`src/rtl/posit_pkg.sv`:
```
// Shared constants and types for the posit<32,3> arithmetic datapath.
package posit_pkg;

  localparam int N  = 32;
  localparam int ES = 3;
  localparam int MW = 30;

  localparam logic [N-1:0] NAR    = 32'h8000_0000;
  localparam logic [N-1:0] MAXPOS = 32'h7FFF_FFFF;
  localparam logic [N-1:0] MINPOS = 32'h0000_0001;

  typedef logic signed [9:0] scale_t;

  localparam scale_t SCALE_MAX = 10'sd240;

  typedef enum logic [2:0] {
    IDLE,
    DECODE,
    DIVIDE,
    NORM,
    ENCODE,
    DONE
  } state_e;

endpackage

```
`src/rtl/posit_field_decode.sv`:
```
// Combinational posit<32,3> field decode: sign, zero/NaR flags, scale, and the
// mantissa with its hidden bit, left-aligned as 1.29 fixed point.
module posit_field_decode
  import posit_pkg::*;
(
  input  logic [N-1:0]  posit_i,
  output logic          sign_o,
  output logic          zero_o,
  output logic          nar_o,
  output scale_t        scale_o,
  output logic [MW-1:0] frac_o
);

  logic [N-2:0] mag;
  logic [N-2:0] rest;
  logic [5:0]   run;
  logic         run_end;
  scale_t       k;

  assign sign_o = posit_i[N-1];
  assign zero_o = (posit_i == '0);
  assign nar_o  = (posit_i == NAR);

  // NOTE: every variable gets a value before any branch so no latch is inferred.
  always_comb begin
    mag     = (N-1)'(posit_i[N-1] ? -posit_i : posit_i);
    run     = '0;
    run_end = 1'b0;
    for (int i = N - 2; i >= 0; i--) begin
      if (!run_end && (mag[i] == mag[N-2])) run = run + 6'd1;
      else run_end = 1'b1;
    end
    // Drop the regime run and its terminator; exponent then fraction follow.
    rest    = mag << (run + 6'd1);
    k       = mag[N-2] ? scale_t'({4'd0, run}) - scale_t'(1)
                       : -scale_t'({4'd0, run});
    scale_o = (k <<< ES) + scale_t'(rest[N-2 -: ES]);
    frac_o  = {1'b1, rest[N-2-ES:0], 1'b0};
  end

endmodule

```
`src/rtl/posit_div.sv`:
```
// Sequential posit<32,3> divider: decode, 30-cycle restoring mantissa divide,
// normalise, then round-to-nearest-even re-encode with saturation.
module posit_div #(
  parameter int N  = 32,
  parameter int ES = 3
) (
  input  logic         clk,
  input  logic         rst_n,
  input  logic         start,
  input  logic [N-1:0] posit_a,
  input  logic [N-1:0] posit_b,
  output logic [N-1:0] posit_result,
  output logic         done,
  output logic         busy
);
  import posit_pkg::*;

  state_e        state_q, state_d;
  logic [N-1:0]  a_q, a_d, b_q, b_d;
  logic [N-1:0]  enc_q, enc_d, result_q, result_d;
  logic          sign_q, sign_d, sticky_q, sticky_d;
  logic          done_q, done_d, busy_q, busy_d;
  scale_t        scale_q, scale_d;
  logic [MW-1:0] mant_b_q, mant_b_d, quo_q, quo_d;
  logic [MW:0]   rem_q, rem_d;
  logic [4:0]    cnt_q, cnt_d;

  logic          sign_a, zero_a, nar_a, sign_b, zero_b, nar_b;
  scale_t        scale_a, scale_b;
  logic [MW-1:0] frac_a, frac_b;

  posit_field_decode u_dec_a (
    .posit_i (a_q),
    .sign_o  (sign_a),
    .zero_o  (zero_a),
    .nar_o   (nar_a),
    .scale_o (scale_a),
    .frac_o  (frac_a)
  );

  posit_field_decode u_dec_b (
    .posit_i (b_q),
    .sign_o  (sign_b),
    .zero_o  (zero_b),
    .nar_o   (nar_b),
    .scale_o (scale_b),
    .frac_o  (frac_b)
  );

  logic [MW:0]      trial;
  logic             q_bit;
  scale_t           k, k_neg;
  logic [6:0]       rlen;
  logic [N-1:0]     tail, mag, enc_word;
  logic [2*N-1:0]   regime_pat, body;
  logic             guard, sticky_all, round_up;

  assign trial = rem_q - {1'b0, mant_b_q};
  assign q_bit = (rem_q >= {1'b0, mant_b_q});

  // Lay out regime, exponent and fraction MSB-first in a double-width word so
  // the kept bits, guard bit and sticky tail fall at fixed positions.
  always_comb begin
    k     = scale_q >>> ES;
    k_neg = -k;
    tail  = {scale_q[ES-1:0], quo_q[MW-2:0]};
    if (k >= 0) begin
      regime_pat = ~({(2*N){1'b1}} >> 7'(k + scale_t'(1)));
      rlen       = 7'(k + scale_t'(2));
    end else begin
      regime_pat = {1'b1, {(2*N-1){1'b0}}} >> 7'(k_neg);
      rlen       = 7'(k_neg + scale_t'(1));
    end
    body       = regime_pat | ({tail, {N{1'b0}}} >> rlen);
    guard      = body[N];
    sticky_all = sticky_q | (|body[N-1:0]);
    round_up   = guard & (body[N+1] | sticky_all);
    mag        = {1'b0, body[2*N-1:N+1]} + {{(N-1){1'b0}}, round_up};
    if (scale_q > SCALE_MAX)       mag = MAXPOS;
    else if (scale_q < -SCALE_MAX) mag = MINPOS;
    else if (mag[N-1])             mag = MAXPOS;
    else if (mag == '0)            mag = MINPOS;
    enc_word = sign_q ? -mag : mag;
  end

  always_comb begin
    state_d  = state_q;
    a_d      = a_q;
    b_d      = b_q;
    enc_d    = enc_q;
    result_d = result_q;
    sign_d   = sign_q;
    sticky_d = sticky_q;
    busy_d   = busy_q;
    done_d   = 1'b0;
    scale_d  = scale_q;
    mant_b_d = mant_b_q;
    quo_d    = quo_q;
    rem_d    = rem_q;
    cnt_d    = cnt_q;
    case (state_q)
      IDLE: begin
        busy_d = 1'b0;
        // The done cycle is still part of the previous operation.
        if (start && !done_q) begin
          a_d     = posit_a;
          b_d     = posit_b;
          busy_d  = 1'b1;
          state_d = DECODE;
        end
      end
      DECODE: begin
        sign_d   = sign_a ^ sign_b;
        scale_d  = scale_a - scale_b;
        rem_d    = {1'b0, frac_a};
        mant_b_d = frac_b;
        quo_d    = '0;
        sticky_d = 1'b0;
        cnt_d    = 5'(MW - 1);
        if (nar_a || nar_b || zero_b) begin
          enc_d   = NAR;
          state_d = DONE;
        end else if (zero_a) begin
          enc_d   = '0;
          state_d = DONE;
        end else begin
          state_d = DIVIDE;
        end
      end
      DIVIDE: begin
        rem_d = (q_bit ? trial : rem_q) << 1;
        quo_d = {quo_q[MW-2:0], q_bit};
        cnt_d = cnt_q - 5'd1;
        if (cnt_q == '0) state_d = NORM;
      end
      NORM: begin
        sticky_d = (rem_q != '0);
        if (!quo_q[MW-1]) begin
          quo_d   = quo_q << 1;
          scale_d = scale_q - scale_t'(1);
        end
        state_d = ENCODE;
      end
      ENCODE: begin
        enc_d   = enc_word;
        state_d = DONE;
      end
      DONE: begin
        result_d = enc_q;
        done_d   = 1'b1;
        state_d  = IDLE;
      end
      default: state_d = IDLE;
    endcase
  end

  // NOTE: state uses non-blocking assignments so every register samples pre-edge values.
  always_ff @(posedge clk) begin
    if (!rst_n) begin
      // NOTE: datapath registers are cleared too, so an aborted divide leaves no residue.
      state_q  <= IDLE;
      a_q      <= '0;
      b_q      <= '0;
      enc_q    <= '0;
      result_q <= '0;
      sign_q   <= 1'b0;
      sticky_q <= 1'b0;
      done_q   <= 1'b0;
      busy_q   <= 1'b0;
      scale_q  <= '0;
      mant_b_q <= '0;
      quo_q    <= '0;
      rem_q    <= '0;
      cnt_q    <= '0;
    end else begin
      state_q  <= state_d;
      a_q      <= a_d;
      b_q      <= b_d;
      enc_q    <= enc_d;
      result_q <= result_d;
      sign_q   <= sign_d;
      sticky_q <= sticky_d;
      done_q   <= done_d;
      busy_q   <= busy_d;
      scale_q  <= scale_d;
      mant_b_q <= mant_b_d;
      quo_q    <= quo_d;
      rem_q    <= rem_d;
      cnt_q    <= cnt_d;
    end
  end

  assign posit_result = result_q;
  assign done         = done_q;
  assign busy         = busy_q;

endmodule
```
`config.mk`:
```
export PLATFORM = sky130hd
export DESIGN_NAME = posit_div
export DESIGN_NICKNAME = d
export VERILOG_FILES = /design/src/rtl/posit_pkg.sv /design/src/rtl/posit_field_decode.sv /design/src/rtl/posit_div.sv
export SDC_FILE = /design/constraint.sdc
export NUM_CORES = 1
export LEC_CHECK = 0
export CORE_ASPECT_RATIO = 1.5
export CORE_MARGIN = 4
export CORE_UTILIZATION = 50
export DETAILED_ROUTE_END_ITERATION = 6
export GPL_TIMING_DRIVEN = 0
export PLACE_DENSITY = 0.67
export SYNTH_ARGS = -nofsm -noshare
export SYNTH_HDL_FRONTEND = slang
export SYNTH_SLANG_ARGS = --single-unit
```
`constraint.sdc`:
```
create_clock -name clk -period 25.7 [get_ports clk]
set_clock_uncertainty 0.1 [all_clocks]
set_input_delay 5.14 -clock clk [delete_from_list [all_inputs] [get_ports clk]]
set_output_delay 5.14 -clock clk [all_outputs]
set_load 0.01 [all_outputs]
```
==> results of run 1 <==
## Yosys cell counts (36+ instances only)
master and instances:
sky130_fd_sc_hd__nand2_1 637, sky130_fd_sc_hd__nor2_1 455, sky130_fd_sc_hd__a21oi_1 343, sky130_fd_sc_hd__dfxtp_1 239, sky130_fd_sc_hd__o21ai_0 225, sky130_fd_sc_hd__xnor2_1 199, sky130_fd_sc_hd__mux2i_1 193, sky130_fd_sc_hd__clkbuf_1 192
sky130_fd_sc_hd__inv_1 151, sky130_fd_sc_hd__xor2_1 118, sky130_fd_sc_hd__ha_1 116, sky130_fd_sc_hd__nand3_1 107, sky130_fd_sc_hd__a22oi_1 96, sky130_fd_sc_hd__nor3_1 94, sky130_fd_sc_hd__and2_1 53, sky130_fd_sc_hd__a211oi_1 52
sky130_fd_sc_hd__mux2_2 47, sky130_fd_sc_hd__nand4_1 42, sky130_fd_sc_hd__nand2b_1 41, sky130_fd_sc_hd__nor4_1 39, sky130_fd_sc_hd__or3_1 38, sky130_fd_sc_hd__o31ai_1 36
## metal layers
metal  global-route usage (%)  wire length [um]
met3                    2.899              5037
met5                        0                 0
met4                    19.27              7538
met1                    34.09             37970
met2                    56.46             49860
## logic make-up (layout without fill, tap and decap cells)
logic type | Yosys count | count (layout) | synth area share [%]
AO/OA/AOI/OAI | 1093 | 1093 | 24.00
XOR/XNOR | 344 | 344 | 11.48
adder cells (fa/ha/maj) | 118 | 118 | 5.133
buffers and inverters | 399 | 547 | 5.512
flip-flops | 239 | 239 | 16.47
multiplexers | 270 | 270 | 10.80
AND/OR/NAND/NOR | 1677 | 1677 | 26.62
## worst paths after layout
kind | end | start | depth (start not counted) | slack (ns)
setup / recovery | scale_q[8]$_SDFFE_PN0P_ | a_q[0]$_SDFFE_PN0P_ | 117 | 1.88
hold / removal | mant_b_q[26]$_SDFFE_PN0P_ | mant_b_q[26]$_SDFFE_PN0P_ | 2 | 0.35
setup reg to reg | scale_q[8]$_SDFFE_PN0P_ | a_q[0]$_SDFFE_PN0P_ | 117 | 1.88
hold reg to reg | mant_b_q[26]$_SDFFE_PN0P_ | mant_b_q[26]$_SDFFE_PN0P_ | 2 | 0.35
## sequential cells by signal (all words and copies together) (netlist names), 3 cells and up
| register | flops |
|---|---|
| a_q | 32 |
| b_q | 32 |
| enc_q | 32 |
| posit_result | 32 |
| quo_q | 30 |
| rem_q | 30 |
| mant_b_q | 29 |
| scale_q | 10 |
| cnt_q | 5 |
| state_q | 3 |
## timing repair
| item | in CTS | in global routing |
|---|---|---|
| resized for setup | 0 | 16 |
| setup endpoints to repair | 0 | 5 |
| endpoints found under the hold margin | 0 | 0 |
## through the flow
| stage | cells | util [%] | setup slack (ns) |
|---|---|---|---|
| 2_1_floorplan | 4140 | - | 4.723 |
| 3_3_place_gp | 5010 | 53.76 | 1.935 |
| 3_5_place_dp | 5010 | 53.77 | 1.738 |
| 4_1_cts | 5058 | 55.37 | 1.651 |
| 5_1_grt | 5058 | 55.45 | 0.02400 |
| 6_report | 5058 | 55.45 | 1.885 |
## worst max-delay path: cells and delay by family (launching register included)
family,cells,cell delay (ns)
AOI/OAI and AO/OA,33,6.04
xor gates and xnor gates,2,0.35
adders and majority gates,30,9.32
buffers and inverters,8,1.40
DFF,1,0.39
muxes,12,2.62
and+or+nand+nor,32,3.41
## area by class of cell
cell class              instances  area (um^2)  share of cell area, %
plain buffers                 242         1017                  3.180
clock buffers                  30        685.7                  2.143
clock inverters                18        236.5                 0.7392
inverters                     157        589.3                  1.842
multi-input cells            3502        22710                  71.00
flip-flops and latches        239         4785                  14.96
well taps                     770        963.4                  3.011
repair buffers                100         1001                  3.129
==> impl_metrics.sql, run 1 <==
INSERT INTO impl_metrics (metric_group, metric, value, unit) VALUES
('die', 'initial_utilization', '50.36', '%'),
('synth', 'netlist_top_cells_area', 'sky130_fd_sc_hd__dfxtp_1 16%, sky130_fd_sc_hd__nand2_1 8.2%, sky130_fd_sc_hd__mux2i_1 6.6%', ''),
('placed_design', 'hpwl_after_dpl', '81100', 'um'),
('detailed_routing', 'remaining_drc_errors', '2', ''),
('critical_path', 'endpoint_kind', 'register', ''),
('timing', 'timing_max_transition_violations_final', '0', ''),
('global_routing', 'first_pass_grt_wire_length', '156800', 'um'),
('global_routing', 'largest_net_degree_at_the_start_of_global_routing', '16', ''),
('clock_tree', 'ctsHtreeMaxLevel', '1', ''),
('timing', 'share_of_the_clock_period_used_by_the_worst_path', '92.67', '%'),
('critical_path', 'worstSetupStartpointType', 'register', ''),
('timing', 'maxClockFrequency', '41.99', 'MHz'),
('clock_tree', 'cts_hold_buf', '0', ''),
('timing', 'fin_setup_tns', '0', 'ns'),
('synth', 'synth_top_area_share', '16.47', '%'),
('clock_tree', 'worst_setup_hold_path_clk_slew', '0.07', 'ns'),
('synth', 'yosys_warnings', '0', ''),
('layout', 'mostFrequentLayoutCell', 'sky130_fd_sc_hd__nand2_1', ''),
('timing', 'final-setup-viol-count', '0', ''),
('timing', 'rsz0062_at_grt', 'false', ''),
('placed_design', 'io_buffers', '100', ''),
('timing', 'timing.final.crit_period', '23.82', 'ns'),
('global_routing', 'grt_total_ovfl', '0', ''),
('clock_tree', 'cts_setup_buffers', '0', ''),
('outcome', 'violations_in_the_final_reports', 'DRC', ''),
('layout', 'layout.cells.most_common_list', '637 x sky130_fd_sc_hd__nand2_1, 455 x sky130_fd_sc_hd__nor2_1, 343 x sky130_fd_sc_hd__a21oi_1', ''),
('critical_path', 'cp.arrival', '24.12', 'ns'),
('placed_design', 'place.gp.congestion', '1.061', ''),
('synth', 'number_of_synthesized_flops_with_an_enable_pin', '0', ''),
('synth', 'async_flop_share', '0', '%'),
('layout', 'fillCellCount', '5779', ''),
('synth', 'avgSynthCellArea', '7.019', 'um^2'),
('critical_path', 'critPathMaxFanout', '10', ''),
('clock_tree', 'cts_tree', 'built', ''),
('detailed_routing', 'vias', '31020', ''),
('detailed_routing', 'drt-vias-per-instance', '6.133', ''),
('layout', 'n_antenna_cell', '0', ''),
('die', 'core_area', '57700', 'um^2'),
('synth', 'yosys_most_used_dff', 'sky130_fd_sc_hd__dfxtp_1', ''),
('timing', 'slew_headroom', '15.01', '%'),
('die', 'num_io_pins', '101', ''),
('layout', 'drive_gt1_share', '5.947', '%'),
('critical_path', 'cp_slowest_cell', 'sky130_fd_sc_hd__o41a_4', ''),
('layout', 'design_area', '31990', 'um^2'),
('layout', 'nNetsFinal', '4453', ''),
('die', 'placementRows', '108', ''),
('synth', 'netlist-cell-type-count', '114', ''),
('critical_path', 'cpMostUsedCell', 'sky130_fd_sc_hd__ha_1', ''),
('placed_design', 'detailed_place.area', '31030', 'um^2'),
('global_routing', 'grt_pass1_vias', '29620', ''),
('clock_tree', 'total_clock_sinks', '239', ''),
('detailed_routing', 'detail_route.wirelength', '100400', 'um'),
('synth', 'synth_nets', '4325', ''),
('synth', 'ys_seq_area_share', '16.47', '%'),
('timing', 'fin_worst_hold_slack', '0.3532', 'ns'),
('global_routing', 'globalRouteTotalUtil', '30.83', '%'),
('hold_path', 'hold_path.class', 'register to register', ''),
('timing', 'worst_slew_pin_slew', '1.262', 'ns'),
('detailed_routing', 'initialDrtViolationCount', '2529', ''),
('die', 'die_h', '303.2', 'um'),
('run', 'timing.max_cap.violations', '0', ''),
('clock_tree', 'cts_made_buffers', '26', ''),
('synth', 'synthesis.instances', '4140', ''),
('synth', 'syn-cell-area', '29060', 'um^2'),
('detailed_routing', 'route.detailed.wl_per_inst', '19.85', 'um'),
('clock_tree', 'cts-root-to-sink-buffers', '3', ''),
('clock_tree', 'cts-root-buf', 'sky130_fd_sc_hd__clkbuf_16', ''),
('synth', 'netlist.top_cell.by_area', 'sky130_fd_sc_hd__dfxtp_1', ''),
('critical_path', 'critical_path_class', 'register to register', ''),
('timing', 'finalHoldViolCount', '0', ''),
('detailed_routing', 'drt.antenna.violating_nets', '0', ''),
('outcome', 'outcome', 'finished, violations left', ''),
('die', 'fp.dieArea', '62110', 'um^2'),
('layout', 'synthToLayoutAreaGrowth', '10.10', '%'),
('die', 'floorplan.die.width', '204.8', 'um'),
('synth', 'synth_seq_cells', '239', ''),
('detailed_routing', 'drt_first_pass_iters', '7', ''),
('critical_path', 'critical_path.max_stage_delay', '0.62', 'ns'),
('critical_path', 'cp_data_required_time', '26.00', 'ns'),
('clock_tree', 'clock_latency', '0.57', 'ns'),
('global_routing', 'antenna_violations_before_repair', '0', '');
Power of run 1 is left out: the tool's default activity adds up to more than one toggle a clock period on the data nets, which glitch-free logic cannot reach.
==> inputs of run 2 (changes only) <==
--- a/config.mk
+++ b/config.mk
@@ -7,10 +7,9 @@
 export LEC_CHECK = 0
 export CORE_ASPECT_RATIO = 1.5
 export CORE_MARGIN = 4
-export CORE_UTILIZATION = 50
+export CORE_UTILIZATION = 25
 export DETAILED_ROUTE_END_ITERATION = 6
 export GPL_TIMING_DRIVEN = 0
-export PLACE_DENSITY = 0.67
 export SYNTH_ARGS = -nofsm -noshare
 export SYNTH_HDL_FRONTEND = slang
 export SYNTH_SLANG_ARGS = --single-unit
==> run 2 against run 1 <==
Against the previous run:
- the run now ends clean
- routed wire length grew 6.4%
- die area grew 96%
- hold slack got worse by 0.00077 ns
- critical path depth up 1
- worst setup slack worse by 0.11 ns
- highest routed layer is now met5
==> impl_metrics.sql, run 2 (synthesized netlist as in run 1, its figures left out) <==
INSERT INTO impl_metrics (metric_group, metric, value, unit) VALUES
('global_routing', 'grt_total_ovfl', '0', ''),
('critical_path', 'critPathMaxFanout', '10', ''),
('critical_path', 'timing.critical_path.depth', '118', ''),
('layout', 'synthToLayoutAreaGrowth', '13.94', '%'),
('clock_tree', 'cts-root-buf', 'sky130_fd_sc_hd__clkbuf_16', ''),
('critical_path', 'endpoint_kind', 'register', ''),
('critical_path', 'cp.arrival', '24.27', 'ns'),
('placed_design', 'place.gp.congestion', '0.9869', ''),
('detailed_routing', 'highest_routed_layer', 'met5', ''),
('global_routing', 'grt_pass1_vias', '29820', ''),
('clock_tree', 'cts_tree', 'built', ''),
('clock_tree', 'cts_made_buffers', '29', ''),
('die', 'placementRows', '152', ''),
('placed_design', 'hpwl_after_dpl', '87350', 'um'),
('critical_path', 'worst_r2r_endpoint', 'scale_q[8]$_SDFFE_PN0P_', ''),
('detailed_routing', 'drt_first_pass_iters', '6', ''),
('detailed_routing', 'vias', '30860', ''),
('detailed_routing', 'drt-vias-per-instance', '5.287', ''),
('hold_path', 'hold_path.class', 'register to register', ''),
('timing', 'final-setup-viol-count', '0', ''),
('detailed_routing', 'detail_route.wirelength', '106800', 'um'),
('detailed_routing', 'route.detailed.wl_per_inst', '18.30', 'um'),
('placed_design', 'io_buffers', '100', ''),
('run', 'timing.max_cap.violations', '0', ''),
('layout', 'drive_gt1_share', '6.122', '%'),
('timing', 'rsz0062_at_grt', 'false', ''),
('layout', 'area_used_by_multi_input_combinational_logic', '22720', 'um^2'),
('outcome', 'outcome', 'completed', ''),
('die', 'floorplan.die.width', '286.4', 'um'),
('layout', 'layout.cells.most_common_list', '637 x sky130_fd_sc_hd__nand2_1, 455 x sky130_fd_sc_hd__nor2_1, 343 x sky130_fd_sc_hd__a21oi_1', ''),
('clock_tree', 'ctsHtreeMaxLevel', '1', ''),
('timing', 'maxClockFrequency', '41.79', 'MHz'),
('clock_tree', 'cts-root-to-sink-buffers', '3', ''),
('global_routing', 'globalRouteTotalUtil', '16.67', '%'),
('timing', 'finalHoldViolCount', '0', ''),
('detailed_routing', 'remaining_drc_errors', '0', ''),
('timing', 'fin_setup_tns', '0', 'ns'),
('die', 'fp.dieArea', '121900', 'um^2'),
('detailed_routing', 'route.met2.wl', '55220', 'um'),
('critical_path', 'timing.reg2reg.worst_path_depth', '118', ''),
('detailed_routing', 'drt.antenna.violating_nets', '0', ''),
('timing', 'timing_max_transition_violations_final', '0', ''),
('timing', 'slew_headroom', '26.39', '%'),
('clock_tree', 'worst_setup_hold_path_clk_slew', '0.06', 'ns'),
('die', 'initial_utilization', '25.30', '%'),
('critical_path', 'critical_path.max_stage_delay', '0.58', 'ns'),
('die', 'die_h', '425.5', 'um'),
('critical_path', 'worstSetupStartpointType', 'register', ''),
('critical_path', 'critPathCapture', 'scale_q[8]$_SDFFE_PN0P_', ''),
('detailed_routing', 'initialDrtViolationCount', '1912', ''),
('critical_path', 'cp_slowest_cell', 'sky130_fd_sc_hd__o21ai_0', ''),
('critical_path', 'worst_path_dominant_cell_family', 'adder cells', ''),
('critical_path', 'cp_data_required_time', '26.05', 'ns'),
('clock_tree', 'clock_latency', '0.60', 'ns'),
('global_routing', 'first_pass_grt_wire_length', '165200', 'um'),
('die', 'num_io_pins', '101', ''),
('clock_tree', 'post_cts_resize_count', '0', ''),
('critical_path', 'critPathBufInv', '16', ''),
('layout', 'register_area', '4785', 'um^2'),
('layout', 'fillCellCount', '12790', ''),
('layout', 'nNetsFinal', '4458', ''),
('detailed_routing', 'routedLengthMet1', '40630', 'um'),
('detailed_routing', 'met3_length', '4383', 'um'),
('critical_path', 'reg2reg_slack', '1.77', 'ns'),
('clock_tree', 'cts_setup_buffers', '0', ''),
('clock_tree', 'total_clock_sinks', '239', ''),
('die', 'core_area', '114900', 'um^2'),
('global_routing', 'antenna_violations_before_repair', '3', ''),
('critical_path', 'cpMostUsedCell', 'sky130_fd_sc_hd__ha_1', ''),
('critical_path', 'timing.critical_path.from', 'b_q[0]$_SDFFE_PN0P_', ''),
('timing', 'timing.final.crit_period', '23.93', 'ns'),
('layout', 'mostFrequentLayoutCell', 'sky130_fd_sc_hd__nand2_1', ''),
('timing', 'share_of_the_clock_period_used_by_the_worst_path', '93.10', '%'),
('critical_path', 'critical_path_class', 'register to register', ''),
('clock_tree', 'cts_hold_buf', '0', ''),
('global_routing', 'largest_net_degree_at_the_start_of_global_routing', '15', ''),
('critical_path', 'worstReg2RegStart', 'b_q[0]$_SDFFE_PN0P_', ''),
('timing', 'worst_slew_pin_slew', '1.096', 'ns');
[run 2: how the worst min path moves through the flow]
stage	endpoint	slack, ns	depth (start not counted)	start
final	posit_result[15]$_SDFFE_PN0P_	0.35	2	enc_q[15]$_SDFFE_PN0P_
after detailed placement	posit_result[22]$_SDFFE_PN0P_	0.35	2	posit_result[22]$_SDFFE_PN0P_
after floorplan	mant_b_q[26]$_SDFFE_PN0P_	0.33	2	mant_b_q[26]$_SDFFE_PN0P_
after CTS	posit_result[15]$_SDFFE_PN0P_	0.36	2	enc_q[15]$_SDFFE_PN0P_
after global routing	mant_b_q[28]$_SDFFE_PN0P_	0.37	2	mant_b_q[28]$_SDFFE_PN0P_
after global placement	mant_b_q[27]$_SDFFE_PN0P_	0.34	2	mant_b_q[27]$_SDFFE_PN0P_
[run 2: per-stage QoR]
step                area (um^2)  util [%]  hold WS, ns  setup slack, ns  std cells
global route              33110     28.82       0.3700         0.004516       5837
global placement          31980     27.84       0.3404            1.802       5780
detailed placement        32000     27.86       0.3494            1.473       5782
CTS                       33050     28.77       0.3559            1.444       5836
floorplan                 29060         -       0.3319            4.723       4140
finish                    33110     28.82       0.3525            1.774       5837
[run 2: cell type report]
| class | count | area share, % |
|---|---|---|
| repair buffers | 102 | 3.069 |
| flip-flops and latches | 239 | 14.45 |
| multi-input cells | 3502 | 68.63 |
| well taps | 1540 | 5.820 |
| plain buffers | 242 | 3.072 |
| clock inverters | 18 | 0.7709 |
| inverters | 157 | 1.791 |
| clock buffers | 36 | 2.392 |
| diodes | 1 | 0.007558 |
[run 2: tightest hold or removal path: cells and delay by family (launching register included)]
kind	cells	cell delay [ns]
AOI/OAI and AO/OA	1	0.05
and+or+nand+nor	1	0.05
DFF	1	0.31
[run 2: routing by layer]
layer	track usage (%)	up-vias
met5	0	-
met4	9.053	2
met3	1.546	287
met2	31.91	966
met1	17.89	14490
li1	-	15120
Power of run 2 is left out for the same reason.
